[config.mk]
export PLATFORM = sky130hd
export DESIGN_NAME = f_pc_gen
export DESIGN_NICKNAME = d
export VERILOG_FILES = /design/src/rtl/f_pc_gen_pkg.sv /design/src/rtl/f_ras.sv /design/src/rtl/f_pc_gen.sv
export SDC_FILE = /design/constraint.sdc
export NUM_CORES = 1
export LEC_CHECK = 0
export CAP_MARGIN = 20
export CORE_ASPECT_RATIO = 0.75
export CORE_UTILIZATION = 43
export CTS_BUF_LIST = sky130_fd_sc_hd__clkbuf_16
export DETAILED_ROUTE_END_ITERATION = 7
export MAX_ROUTING_LAYER = met4
export PLACE_DENSITY = 0.69
export SLEW_MARGIN = 20
export SYNTH_ARGS = -nofsm -noshare
export SYNTH_HDL_FRONTEND = slang
export SYNTH_SLANG_ARGS = --single-unit
[constraint.sdc]
create_clock -name clk -period 7.5 [get_ports clk]
set_input_delay 1.125 -clock clk [delete_from_list [all_inputs] [get_ports clk]]
set_output_delay 1.125 -clock clk [all_outputs]
set_load 0.02 [all_outputs]
[src/rtl/f_pc_gen_pkg.sv]
// Shared fetch/decode constants: next-PC opcodes and default reset/exception addresses.
package f_pc_gen_pkg;
  localparam logic [2:0] NPC_PLUS4   = 3'b000;
  localparam logic [2:0] NPC_BRANCH  = 3'b001;
  localparam logic [2:0] NPC_JUMP    = 3'b010;
  localparam logic [2:0] NPC_JUMPREG = 3'b011;

  localparam logic [31:0] RESET_PC_DEF   = 32'h0000_3000;
  localparam logic [31:0] EXC_VECTOR_DEF = 32'h0000_4180;
endpackage

[src/rtl/f_ras.sv]
// Circular return-address stack; overflow overwrites the oldest entry, underflow is ignored.
module f_ras #(
  parameter int DEPTH = 4,
  localparam int PW = $clog2(DEPTH),
  localparam int CW = PW + 1
) (
  input  logic          clk,
  input  logic          rst,
  input  logic          i_push,
  input  logic          i_pop,
  input  logic          i_clear,
  input  logic [31:0]   i_push_dat,
  output logic [31:0]   o_top,
  output logic [CW-1:0] o_count
);
  logic [31:0]   r_mem [DEPTH];
  logic [PW-1:0] r_tos;
  logic [CW-1:0] r_cnt;
  logic [PW-1:0] w_tos_inc;
  logic          w_empty;
  logic          w_full;

  assign w_tos_inc = r_tos + PW'(1);
  assign w_empty   = (r_cnt == '0);
  assign w_full    = (r_cnt == CW'(DEPTH));

  always_ff @(posedge clk or posedge rst) begin
    if (rst) begin
      r_tos <= '0;
      r_cnt <= '0;
      for (int i = 0; i < DEPTH; i++) r_mem[i] <= '0;
    end else if (i_clear) begin
      r_cnt <= '0;
    end else if (i_push && i_pop) begin
      // JALR: the return consumes the top slot and the call refills it
      r_mem[r_tos] <= i_push_dat;
      if (w_empty) r_cnt <= CW'(1);
    end else if (i_push) begin
      r_tos            <= w_tos_inc;
      r_mem[w_tos_inc] <= i_push_dat;
      if (!w_full) r_cnt <= r_cnt + CW'(1);
    end else if (i_pop && !w_empty) begin
      r_tos <= r_tos - PW'(1);
      r_cnt <= r_cnt - CW'(1);
    end
  end

  assign o_top   = w_empty ? '0 : r_mem[r_tos];
  assign o_count = r_cnt;
endmodule

[src/rtl/f_pc_gen.sv]
// Fetch-stage PC register with prioritised next-PC select, return-address stack and fetch address check.
module f_pc_gen
  import f_pc_gen_pkg::*;
#(
  parameter logic [31:0] RESET_PC   = RESET_PC_DEF,
  parameter logic [31:0] EXC_VECTOR = EXC_VECTOR_DEF,
  parameter logic [31:0] IM_BASE    = 32'h0000_3000,
  parameter logic [31:0] IM_SIZE    = 32'h0000_4000,
  parameter int          RAS_DEPTH  = 4
) (
  input  logic                         clk,
  input  logic                         reset,
  input  logic                         stall_f,
  input  logic [2:0]                   npc_op,
  input  logic                         branch_taken,
  input  logic [31:0]                  pc_d,
  input  logic [31:0]                  offset,
  input  logic [25:0]                  instr_index,
  input  logic [31:0]                  reg_data,
  input  logic                         is_call_d,
  input  logic                         exc_req,
  input  logic                         eret_req,
  input  logic [31:0]                  epc,
  output logic [31:0]                  pc_f,
  output logic                         adel_f,
  output logic [31:0]                  ras_top,
  output logic [$clog2(RAS_DEPTH):0]   ras_count,
  output logic                         ras_hit
);
  logic [31:0] r_pc;
  logic [31:0] w_next_pc;
  logic [32:0] w_im_end;
  logic        w_ras_en;
  logic        w_is_jr;

  assign w_is_jr = (npc_op == NPC_JUMPREG);

  always_comb begin
    w_next_pc = r_pc + 32'd4;
    if (exc_req)                                   w_next_pc = EXC_VECTOR;
    else if (eret_req)                             w_next_pc = epc;
    else if (stall_f)                              w_next_pc = r_pc;
    else if (npc_op == NPC_JUMP)                   w_next_pc = {pc_d[31:28], instr_index, 2'b00};
    else if (w_is_jr)                              w_next_pc = reg_data;
    else if (npc_op == NPC_BRANCH && branch_taken) w_next_pc = pc_d + 32'd4 + (offset << 2);
  end

  always_ff @(posedge clk or posedge reset) begin
    if (reset) r_pc <= RESET_PC;
    else       r_pc <= w_next_pc;
  end

  // 33-bit bound so a window ending at 2^32 does not wrap
  assign w_im_end = {1'b0, IM_BASE} + {1'b0, IM_SIZE};
  assign adel_f   = (r_pc[1:0] != 2'b00) || (r_pc < IM_BASE) || ({1'b0, r_pc} >= w_im_end);
  assign pc_f     = r_pc;

  assign w_ras_en = !stall_f && !exc_req && !eret_req;

  f_ras #(.DEPTH(RAS_DEPTH)) u_ras (
    .clk       (clk),
    .rst       (reset),
    .i_push    (w_ras_en && is_call_d),
    .i_pop     (w_ras_en && w_is_jr),
    .i_clear   (exc_req),
    .i_push_dat(pc_d + 32'd8),
    .o_top     (ras_top),
    .o_count   (ras_count)
  );

  assign ras_hit = w_is_jr && (ras_count != '0) && (ras_top == reg_data);
endmodule

# After elaboration in Yosys (flattened, before gate mapping)
# Index checks and enable logic that the tools add are counted.
dict set report totals {
  mem_count 0
  mem_bits_rw 0
  wordCells 85
  mem_bits_ro 0
  out_inout_bits 69
  ff_bits 165
  latch_bits 0
}
dict set report op_classes {
  n_shift 0
  magnitude_cmp 6
  n_mux 26
  eq_ne 8
  n_addsub 8
  mul 0
  div 0
  n_reduce_logical 26
  bitwise_logic 4
}
# operator count
set op_table {}
lappend op_table {{$mux 32} 11}
lappend op_table {{$bwmux 128} 2}
lappend op_table {{$mux 128} 2}
lappend op_table {{$demux 32 s2} 2}
lappend op_table {{$add 32x3->32 const B} 2}
lappend op_table {{$bmux 32 s2} 1}
lappend op_table {{$add 32x32->32} 1}
lappend op_table {{$add 32x4->32 const B} 1}
lappend op_table {{$eq 32x32->1} 1}
lappend op_table {{$ge 32x15->1 const B} 1}
lappend op_table {{$lt 32x14->1 const B} 1}
lappend op_table {{$mux 3} 6}
lappend op_table {{$logic_and 1x1->1} 11}
lappend op_table {{$eq 3x2->1 const B} 2}
lappend op_table {{$ge 3x3->1 const B} 2}
lappend op_table {{$lt 3x1->1 const B} 2}
lappend op_table {{$not 2->3} 2}
lappend op_table {{$reduce_and 3->1} 2}
lappend op_table {{$reduce_bool 2->1} 3}
lappend op_table {{$logic_not 1->1} 4}
lappend op_table {{$mux 2} 2}
lappend op_table {{$ne 4x4->1 const B} 1}
lappend op_table {{$reduce_bool 4->1} 1}
lappend op_table {{$add 3x1->3 const B} 1}
lappend op_table {{12 further kinds} 14}

# Depth between registers and ports, before layout
# Gate-level depths: netlist (run 1).
dict set report depth {
  ltp_word 9
  ltp_mapped 15
  depth_no_buf 15
}

# Cells and area by module
# Synthesis (run 1) repeated with hierarchy kept, for this count alone.
dict set report hier_totals {
  cells_unflattened 1156
  area_unflattened_um2 12080.3
}
# mod cells_per_inst instances seq_area_each_um2 area_each_um2
set modules_own_cells {}
lappend modules_own_cells {f_ras 402 1 3328.2 6268.5}
lappend modules_own_cells {f_pc_gen 754 1 803.3 5811.8}

# Least setup slack after synthesis (run 1)
# Ideal clock, no wire load.
dict set report synth_timing {
  path_type {input port to output port}
  from {input npc_op[1]}
  to {output ras_hit}
  setup_slack_ps 3658
  arrival_time_ps 2717
  stages 6
  required_time_ps 6375
  cell_sequence {nor2b_1 nand2_1 nor2_1 nand3_1 or4_1 nor4_2}
}
dict set report synth_between {
  elab_chain_cells 3
}
# item line
set synth_rtl {}
lappend synth_rtl {{from (decl)} f_pc_gen.sv:14} ;# input logic [2:0] npc_op,
lappend synth_rtl {{$eq 3x2->1} f_pc_gen.sv:36} ;# assign w_is_jr = (npc_op == NPC_JUMPREG);
lappend synth_rtl {{$logic_and 1x1->1 (2 in series)} f_pc_gen.sv:71} ;# assign ras_hit = w_is_jr && (ras_count != '0) && (ras_top == reg_data);
lappend synth_rtl {{to (decl)} f_pc_gen.sv:28} ;# output logic ras_hit
# Every way passes these cells.

# Worst setup path after layout (run 1)
dict set report layout_timing {
  from {register u_ras.r_tos[0]}
  to {output ras_hit}
}
dict set report layout_between {
  elab_chain_cells 7
}
# item line
set layout_rtl {}
lappend layout_rtl {{from (decl)} f_ras.sv:17} ;# logic [PW-1:0] r_tos;
lappend layout_rtl {{from (signal assigned)} f_ras.sv:39} ;# r_tos <= w_tos_inc;
lappend layout_rtl {{from (signal assigned)} f_ras.sv:43} ;# r_tos <= r_tos - PW'(1);
lappend layout_rtl {{$not 2->3 (implied by the code)} f_ras.sv:48} ;# assign o_top = w_empty ? '0 : r_mem[r_tos];
lappend layout_rtl {{$bmux 32 s2} f_ras.sv:48}
lappend layout_rtl {{$mux 32 (implied by the code) (2 in series)} f_ras.sv:48}
lappend layout_rtl {{$mux 32} f_ras.sv:48}
lappend layout_rtl {{$eq 32x32->1} f_pc_gen.sv:71}
lappend layout_rtl {{$logic_and 1x1->1} f_pc_gen.sv:71}
# Every way passes these cells. The select of a mux whose other input is x is not followed.

==> results of run 1 <==
-- metal layers --
layer / routed length, µm / track usage [%]
met1: 17600 / 41.9
met2: 17100 / 43.4
met3: 4440 / 7.99
met4: 966 / 8.73
met5: 0 / -
-- area by class of cell --
type                            count  area [µm²]
Clock buffer                       17         425
Antenna cell                        1        2.50
Fill cell                        2381       11500
Clock inverter                     13         123
Tap cell                          344         430
Sequential cell                   165        4130
Timing Repair Buffer              247        2430
Inverter                           26         103
Multi-Input combinational cell   1019        7060
-- stage by stage --
stage	instances	area [µm²]	hold WS (ns)	setup WS [ns]
6_report	1832	14700	0.504	2.05
5_1_grt	1832	14700	0.517	1.81
4_1_cts	1831	14700	0.506	1.98
3_5_place_dp	1801	14200	0.492	2.24
3_3_place_gp	1801	14200	0.484	2.25
2_1_floorplan	1279	11500	0.475	1.92
-- logic make-up (layout without fill, tap and decap cells) --
kind of cell | after synthesis | in the layout
other cells | 0 | 1
fa+ha+maj | 68 | 68
xor+xnor | 108 | 108
flops | 165 | 165
compound gates | 336 | 336
simple gates | 448 | 448
buf+inv | 95 | 303
mux | 59 | 59
-- sequential cells by signal, summed over array words and instances, names as in the netlist --
signal         cells
u_ras.r_tos        2
pc_f              32
u_ras.r_mem      128
u_ras.o_count      3
-- power by group through the flow --
stage / Sequential [mW] / Clock, mW / Combinational, mW
floorplan: 1.38 / 0 / 0.916
global placement: 1.42 / 0 / 1.26
detailed placement: 1.44 / 0 / 1.30
CTS: 1.43 / 0.852 / 1.30
global route: 1.47 / 0.885 / 1.43
finish: 1.43 / 0.844 / 1.31
-- Yosys cell counts, types with 10 or more instances --
master and n:
xnor2_1 52, o21ai_0 26, and3_1 15, ha_1 66
xor2_1 56, inv_1 25, nand3_1 30, mux2i_1 11
and2_1 35, nand4_1 13, buf_2 19, o21ai_1 14
dfrtp_1 163, clkbuf_1 41, a211oi_1 20, mux2_2 16
nor2_1 193, a21oi_1 181, nand2_1 90, nor3_1 14
nor2b_1 10, a21o_1 14, mux4_2 32
-- worst paths after layout --
kind                           startpoint               to  slack [ns]
min                        u_ras.r_mem[4]   u_ras.r_mem[4]        0.50
max                        u_ras.r_tos[0]          ras_hit        2.05
max in group asynchronous           reset   u_ras.r_tos[1]        4.74
min in group asynchronous           reset         pc_f[21]        1.26
min reg2reg                u_ras.r_mem[4]   u_ras.r_mem[4]        0.50
max reg2reg                u_ras.r_tos[0]  u_ras.r_mem[60]        4.33
-- worst max-delay path, cell delays in order (launching register included) --
cell	delay (ns)
dfrtp_1	0.92
buf_4	0.48
mux4_2	0.35
and2_1	0.20
xnor2_1	0.24
nand4_1	0.19
or4_1	0.47
nor4_2	0.37
clkdlybuf4s50_1	0.67
==> impl_metrics.tcl, run 1 <==
set metrics [dict create \
    status "completed" \
    max-cap-violations 0 \
    synth_mux_area_share_pct 8.76 \
    dp_hpwl_mm 30.2 \
    synth-seq-cells 165 \
    rsz0062_at_grt "false" \
    die_h_um 144 \
    numCtsBuffers 17 \
    synth_flop_cell "dfrtp_1" \
    min_path_cells 1 \
    ant_nets 0 \
    synth_area_leaders "dfrtp_1 (35%), a21oi_1 (7.8%), ha_1 (7.2%)" \
    row_count 51 \
    min_period_over_period_pct 72.7 \
    ctsResizeCount 0 \
    tritoncts "yes" \
    antenna_found_initial 1 \
    cts_buffer_depth 2 \
    hold_viol 0 \
    clkLatencyLatePin_ns 0.44 \
    die_x_um 191 \
    synth_top_family_by_area "simple AND/OR/NAND/NOR gates" \
    grt_max_degree 96 \
    synthAdderAreaFrac_pct 7.50 \
    vdd_drop_max_uv 184 \
    tightest_slew_ns 0.959 \
    synth_area_per_cell_um2 9.02 \
    dr.pass1.iters 5 \
    ys_seq_area_share_pct 35.8 \
    port-buffer-count 230 \
    final_cell_mix "clkdlybuf4s50_1 (230), nor2_1 (193), a21oi_1 (177)" \
    switching_share_pct 33.8 \
    layout_commonest_cell "clkdlybuf4s50_1" \
    cts_hold_buf 0 \
    worst_hold_path_type "reg2reg" \
    drc 0 \
    worstSetupPathType "reg2out" \
    yosys.area.top_type "dfrtp_1" \
    async_reset_ff_share_pct 100 \
    wl_per_cell_um 21.9 \
    p_seq_share_pct 39.8 \
    vias 10900 \
    utilization_pct 56.2 \
    cp_max_fo 23 \
    core_um2 26200 \
    power.share.clock_pct 23.6 \
    fin_nets 1708 \
    wirelength_mm 40.1 \
    p_per_area_nw_per_um2 244 \
    htreeDepth 4 \
    drv_slew 0 \
    fin_setup_tns_ns 0 \
    p_int_mw 2.37 \
    path_clk_slew_ns 0.06 \
    drive_gt1_share_pct 8.20 \
    io_pins 233 \
    synth.top_cell.area_share_pct 35.3 \
    initial_core_util_pct 44.1 \
    worst_setup_path_start_kind "flip-flop" \
    finalWeightedCongestion 0.960 \
    p_switching_mw 1.21 \
    synth_compound_area_share_pct 17.6 \
    p_leak_nw 6.07 \
    rr_worst_depth 7 \
    syn-cell-area_um2 11500 \
    synth_xor_area_share_pct 8.20 \
    worstSetupEndpointType "output port" \
    finalWorstPathRequiredPeriod_ns 5.45 \
    worst-endpoint-arrival_ns 4.33 \
    slew_headroom_pct 36.1 \
    synthSimpleGateAreaFrac_pct 18.5 \
    clock_sinks 165 \
    grt_overflow 0 \
    ys_warn_count 0 \
    total_power_mw 3.58 \
    dieArea_um2 27500 \
    grt_first_pass_wirelength_mm 60.5 \
    synth_edf_count 0 \
    cp_data_required_time_ns 6.38 \
    synth.distinct_cells 78 \
    track_usage_pct 30.4 \
    syn_inst 1279 \
    grt_pass1_vias 10300 \
    vias_per_cell 5.93 \
    area_growth_pct 27.4 \
    max_clock_freq_ghz 0.183 \
    setup_viol 0 \
    post_cts_buffers 0 \
    synthesis.nets 1511 \
    fin_worst_skew_ns 0.00790 \
    drt-initial-drc-count 1099 \
    root_buffer "clkbuf_16" \
    pwr-share-comb_pct 36.6 \
]
No activity file was read; power rests on OpenSTA's default activity.
==> run 2, diff against run 1 <==
- PLACE_DENSITY: 0.69 -> 0.71
- clock period: 7.5 -> 4.7 ns (I/O delays scaled with it)
==> impl_metrics.tcl, run 2 (synthesized netlist as in run 1, its figures left out) <==
set metrics [dict create \
    grt_max_degree 85 \
    pwr-share-comb_pct 37.5 \
    p_int_mw 3.82 \
    cts_hold_buf 0 \
    dr.pass1.iters 5 \
    clock_sinks 165 \
    dieArea_um2 27500 \
    multi_input_area_um2 7060 \
    worst_path_max_delay_cell "clkdlybuf4s50_1" \
    port-buffer-count 230 \
    status "completed" \
    wirelength_mm 41.0 \
    p_leak_nw 6.14 \
    post_cts_buffers 0 \
    cts_buffer_depth 2 \
    wl_per_cell_um 22.2 \
    layout_commonest_cell "clkdlybuf4s50_1" \
    cp_data_required_time_ns 3.99 \
    min_period_over_period_pct 98.3 \
    finalWeightedCongestion 0.955 \
    top_register "u_ras.r_mem" \
    rr_worst_depth 9 \
    largest_reg_flops 128 \
    p_seq_share_pct 38.9 \
    switching_share_pct 34.2 \
    row_count 51 \
    hold_path_end "u_ras.r_mem[97]" \
    max-cap-violations 0 \
    numPlacedInstances 1815 \
    tritoncts "yes" \
    worstSetupPathType "reg2out" \
    pre_cts_ws_ns 0.368 \
    numCtsBuffers 17 \
    finalWorstPathRequiredPeriod_ns 4.62 \
    worstSetupEndpointType "output port" \
    seqCellArea_um2 4140 \
    utilization_pct 56.9 \
    vias 10900 \
    antenna_found_initial 1 \
    fillCellCount 2364 \
    path_clk_slew_ns 0.06 \
    worst_hold_path_type "reg2reg" \
    final.setup.worst_slack_ns 0.0797 \
    ant_nets 0 \
    r2r-end "pc_f[31]" \
    initial_core_util_pct 44.1 \
    min_from "u_ras.r_mem[97]" \
    area_growth_pct 29.1 \
    slew_headroom_pct 26.6 \
    min_path_cells 1 \
    die_x_um 191 \
    root_buffer "clkbuf_16" \
    die_h_um 144 \
    drv_slew 0 \
    p_per_area_nw_per_um2 389 \
    setup_viol 0 \
    final_cell_mix "clkdlybuf4s50_1 (230), nor2_1 (193), a21oi_1 (177)" \
    vias_per_cell 5.93 \
    slowest_delay_ns 0.67 \
    tightest_slew_ns 1.10 \
    crit_chain "mux4_2 > and2_1 > xnor2_1 > nand4_1 > or4_1 > nor4_2 > clkdlybuf4s50_1" \
    drc 0 \
    grt_overflow 0 \
    fin_worst_skew_ns 0.00932 \
    p_switching_mw 1.99 \
    max_clock_freq_ghz 0.216 \
    htreeDepth 4 \
    fin_setup_tns_ns 0 \
    ctsResizeCount 0 \
    grt_first_pass_wirelength_mm 60.9 \
    hold_viol 0 \
    track_usage_pct 30.9 \
    grt_pass1_vias 10300 \
    vdd_drop_max_uv 297 \
    rsz0062_at_grt "false" \
    r2r_start "pc_f[4]" \
    io_pins 233 \
    fin_nets 1722 \
    drive_gt1_share_pct 9.25 \
    r2r_setup_slack_ns 1.76 \
    worst_setup_path_start_kind "flip-flop" \
    worst-endpoint-arrival_ns 3.92 \
    dp_hpwl_mm 31.3 \
    instances_no_fill 1847 \
    drt-initial-drc-count 1178 \
    core_um2 26200 \
    clkLatencyLatePin_ns 0.44 \
    cp_max_fo 13 \
    power.share.clock_pct 23.7 \
]
## run 2: changes by cell type in the layout (fill, tap and decap cells not counted), sizes merged
cell      before  now
buf           17   31
clkinv         5    6
clkinvlp       0    3
inv           32   29
## run 2: final cells by class
class | instances | area share (%)
Antenna cell | 1 | 0.0168
Inverter | 26 | 0.680
Timing Repair Buffer | 261 | 17.5
Sequential cell | 165 | 27.8
Tap cell | 344 | 2.89
Multi-Input combinational cell | 1019 | 47.4
Clock inverter | 14 | 0.899
Clock buffer | 17 | 2.86
## run 2: power by group through the flow
stage	sequential (mW)	combinational (mW)	clock, mW
floorplan	2.20	1.46	0
global placement	2.24	2.10	0
detailed placement	2.27	2.15	0
CTS	2.24	2.16	1.39
global route	2.31	2.36	1.44
finish	2.25	2.17	1.37
## run 2: worst max-delay path by stage
stage,start,end,slack [ns],cells after the start
final,u_ras.r_tos[1],ras_hit,0.08,7
after global routing,u_ras.r_tos[1],ras_hit,0.01,7
after CTS,u_ras.r_tos[1],ras_hit,0.02,7
after detailed placement,npc_op[1],ras_hit,0.37,8
after global placement,npc_op[1],ras_hit,0.39,8
after floorplan,u_ras.r_tos[1],ras_hit,1.48,9
## run 2: worst max-delay path, delay by kind of cell, from the launching register on
kind                   cells  cell delay (ns)
multiplexers               1             0.54
AND/OR/NAND/NOR            4             1.34
flip-flops                 1             0.60
buffers and inverters      1             0.67
XOR/XNOR                   1             0.32
## run 2: routing by layer
metal	GRT usage (%)	vias to the layer above	part of all wire, %
met5	-	-	0
met2	44.3	609	42
met3	8.77	71	12
li1	-	5018	-
met4	10.7	0	3.1
met1	41.7	5250	43
## run 2: metrics by stage
stage	area (µm²)	hold slack, ns	power [mW]
after global placement	14300	0.484	4.33
after CTS	14900	0.511	5.80
after global routing	14900	0.528	6.12
after detailed placement	14300	0.494	4.42
final	14900	0.509	5.80
after floorplan	11500	0.475	3.66
==> run 3, diff against run 2 <==
--- a/constraint.sdc
+++ b/constraint.sdc
@@ -3,2 +3,2 @@
 set_output_delay 0.705 -clock clk [all_outputs]
-set_load 0.02 [all_outputs]
+set_load 0.1 [all_outputs]
==> impl_metrics.tcl, run 3 (synthesized netlist as in run 1, its figures left out) <==
set metrics [dict create \
    status "completed" \
    grt_first_pass_wirelength_mm 61.3 \
    clock_sinks 165 \
    row_count 51 \
    worstSetupEndpointType "output port" \
    grt_max_degree 78 \
    dieArea_um2 27500 \
    track_usage_pct 31.0 \
    multi_input_area_um2 7070 \
    rsz0062_at_grt "false" \
    fin_worst_skew_ns 0.00599 \
    port-buffer-count 230 \
    wl_per_cell_um 21.9 \
    cp_max_fo 15 \
    grt_pass1_vias 10400 \
    whs_ns 0.506 \
    vias_per_cell 5.88 \
    dr.pass1.iters 7 \
    htreeDepth 4 \
    slew_headroom_pct 30.8 \
    grt_overflow 0 \
    worst_hold_path_type "reg2reg" \
    vias 10900 \
    fin_setup_tns_ns 0 \
    ant_nets 0 \
    numCtsBuffers 17 \
    antenna_found_initial 0 \
    wirelength_mm 40.5 \
    clkLatencyLatePin_ns 0.44 \
    r2r-end "pc_f[31]" \
    hold_viol 0 \
    largest_reg_flops 128 \
    die_h_um 144 \
    p_per_area_nw_per_um2 413 \
    min_period_over_period_pct 90.6 \
    cp_data_required_time_ns 3.99 \
    cts_buffer_depth 2 \
    path_clk_slew_ns 0.07 \
    final.setup.worst_slack_ns 0.440 \
    area_growth_pct 28.2 \
    tritoncts "yes" \
    root_buffer "clkbuf_16" \
    finalWorstPathRequiredPeriod_ns 4.26 \
    hold_path_end "u_ras.r_mem[64]" \
    drv_slew 0 \
    core_um2 26200 \
    min_from "u_ras.r_mem[64]" \
    worstSetupPathType "reg2out" \
    io_pins 233 \
    top_register "u_ras.r_mem" \
    drc 0 \
    finalWeightedCongestion 0.971 \
    initial_core_util_pct 44.1 \
    min_path_cells 1 \
    post_cts_buffers 0 \
    pre_cts_ws_ns 0.436 \
    utilization_pct 56.6 \
    drive_gt1_share_pct 11.5 \
    worst_setup_path_start_kind "flip-flop" \
    slowest_delay_ns 0.63 \
    vdd_drop_max_uv 301 \
    seqCellArea_um2 4130 \
    r2r_start "pc_f[4]" \
    drt-initial-drc-count 943 \
    worst-endpoint-arrival_ns 3.55 \
    crit_chain "or3_1 > buf_4 > and2_1 > xor2_1 > nor4_2 > nand4_1 > nor4_4 > buf_12" \
    worst_path_max_delay_cell "or3_1" \
    final_cell_mix "clkdlybuf4s50_1 (197), nor2_1 (193), a21oi_1 (177)" \
    max_clock_freq_ghz 0.235 \
    tightest_slew_ns 1.04 \
    cts_hold_buf 0 \
    r2r_setup_slack_ns 1.92 \
    final_area_um2 14800 \
    ctsResizeCount 0 \
    layout_commonest_cell "clkdlybuf4s50_1" \
    rr_worst_depth 9 \
    die_x_um 191 \
    dp_hpwl_mm 31.2 \
    max-cap-violations 0 \
    p_leak_nw 6.22 \
    setup_viol 0 \
    place_area_um2 14300 \
    fillCellCount 2350 \
    num_antenna_cells 0 \
    fin_nets 1723 \
]
## run 3: metal layers
metal	global-route usage (%)	wire (µm)
met1	42.4	17600
met2	44.1	17200
met3	9.55	4700
met4	8.60	976
met5	-	0
## run 3: area by class of cell
class / count / area share (%)
clock inverter: 13 / 0.651
tap: 344 / 2.91
sequential: 165 / 27.9
clock buffer: 17 / 2.87
timing repair buffer: 262 / 17.2
multi-input combinational: 1019 / 47.7
inverter: 26 / 0.685
## run 3: worst max path at each step
stage	startpoint	to	slack, ns	cells after the start
after global placement	pc_d[3]	pc_f[31]	0.51	14
after global routing	u_ras.o_count[2]	ras_hit	0.31	8
after detailed placement	pc_d[3]	pc_f[29]	0.44	13
final	u_ras.o_count[2]	ras_hit	0.44	8
after CTS	u_ras.o_count[2]	ras_hit	0.48	8
after floorplan	u_ras.o_count[2]	ras_hit	-0.02	7
## run 3: stage by stage
stage | cells | total power [mW]
finish | 1846 | 6.11
detailed placement | 1815 | 4.80
floorplan | 1279 | 4.05
global route | 1846 | 6.44
CTS | 1845 | 6.11
global placement | 1815 | 4.71
## run 3: worst max-delay path: cells and delay by family, from the launching register on
family                 cells  cell delay, ns
XOR/XNOR                   1            0.19
buffers and inverters      2            0.52
flip-flops                 1            0.45
AND/OR/NAND/NOR            5            1.93
## run 3: report_power, final
part	switching, mW	leakage [nW]	internal (mW)
Clock	0.588	0.259	0.710
Combinational	1.47	3.91	1.08
Sequential	0.305	2.05	1.94
Total	2.37	6.22	3.74
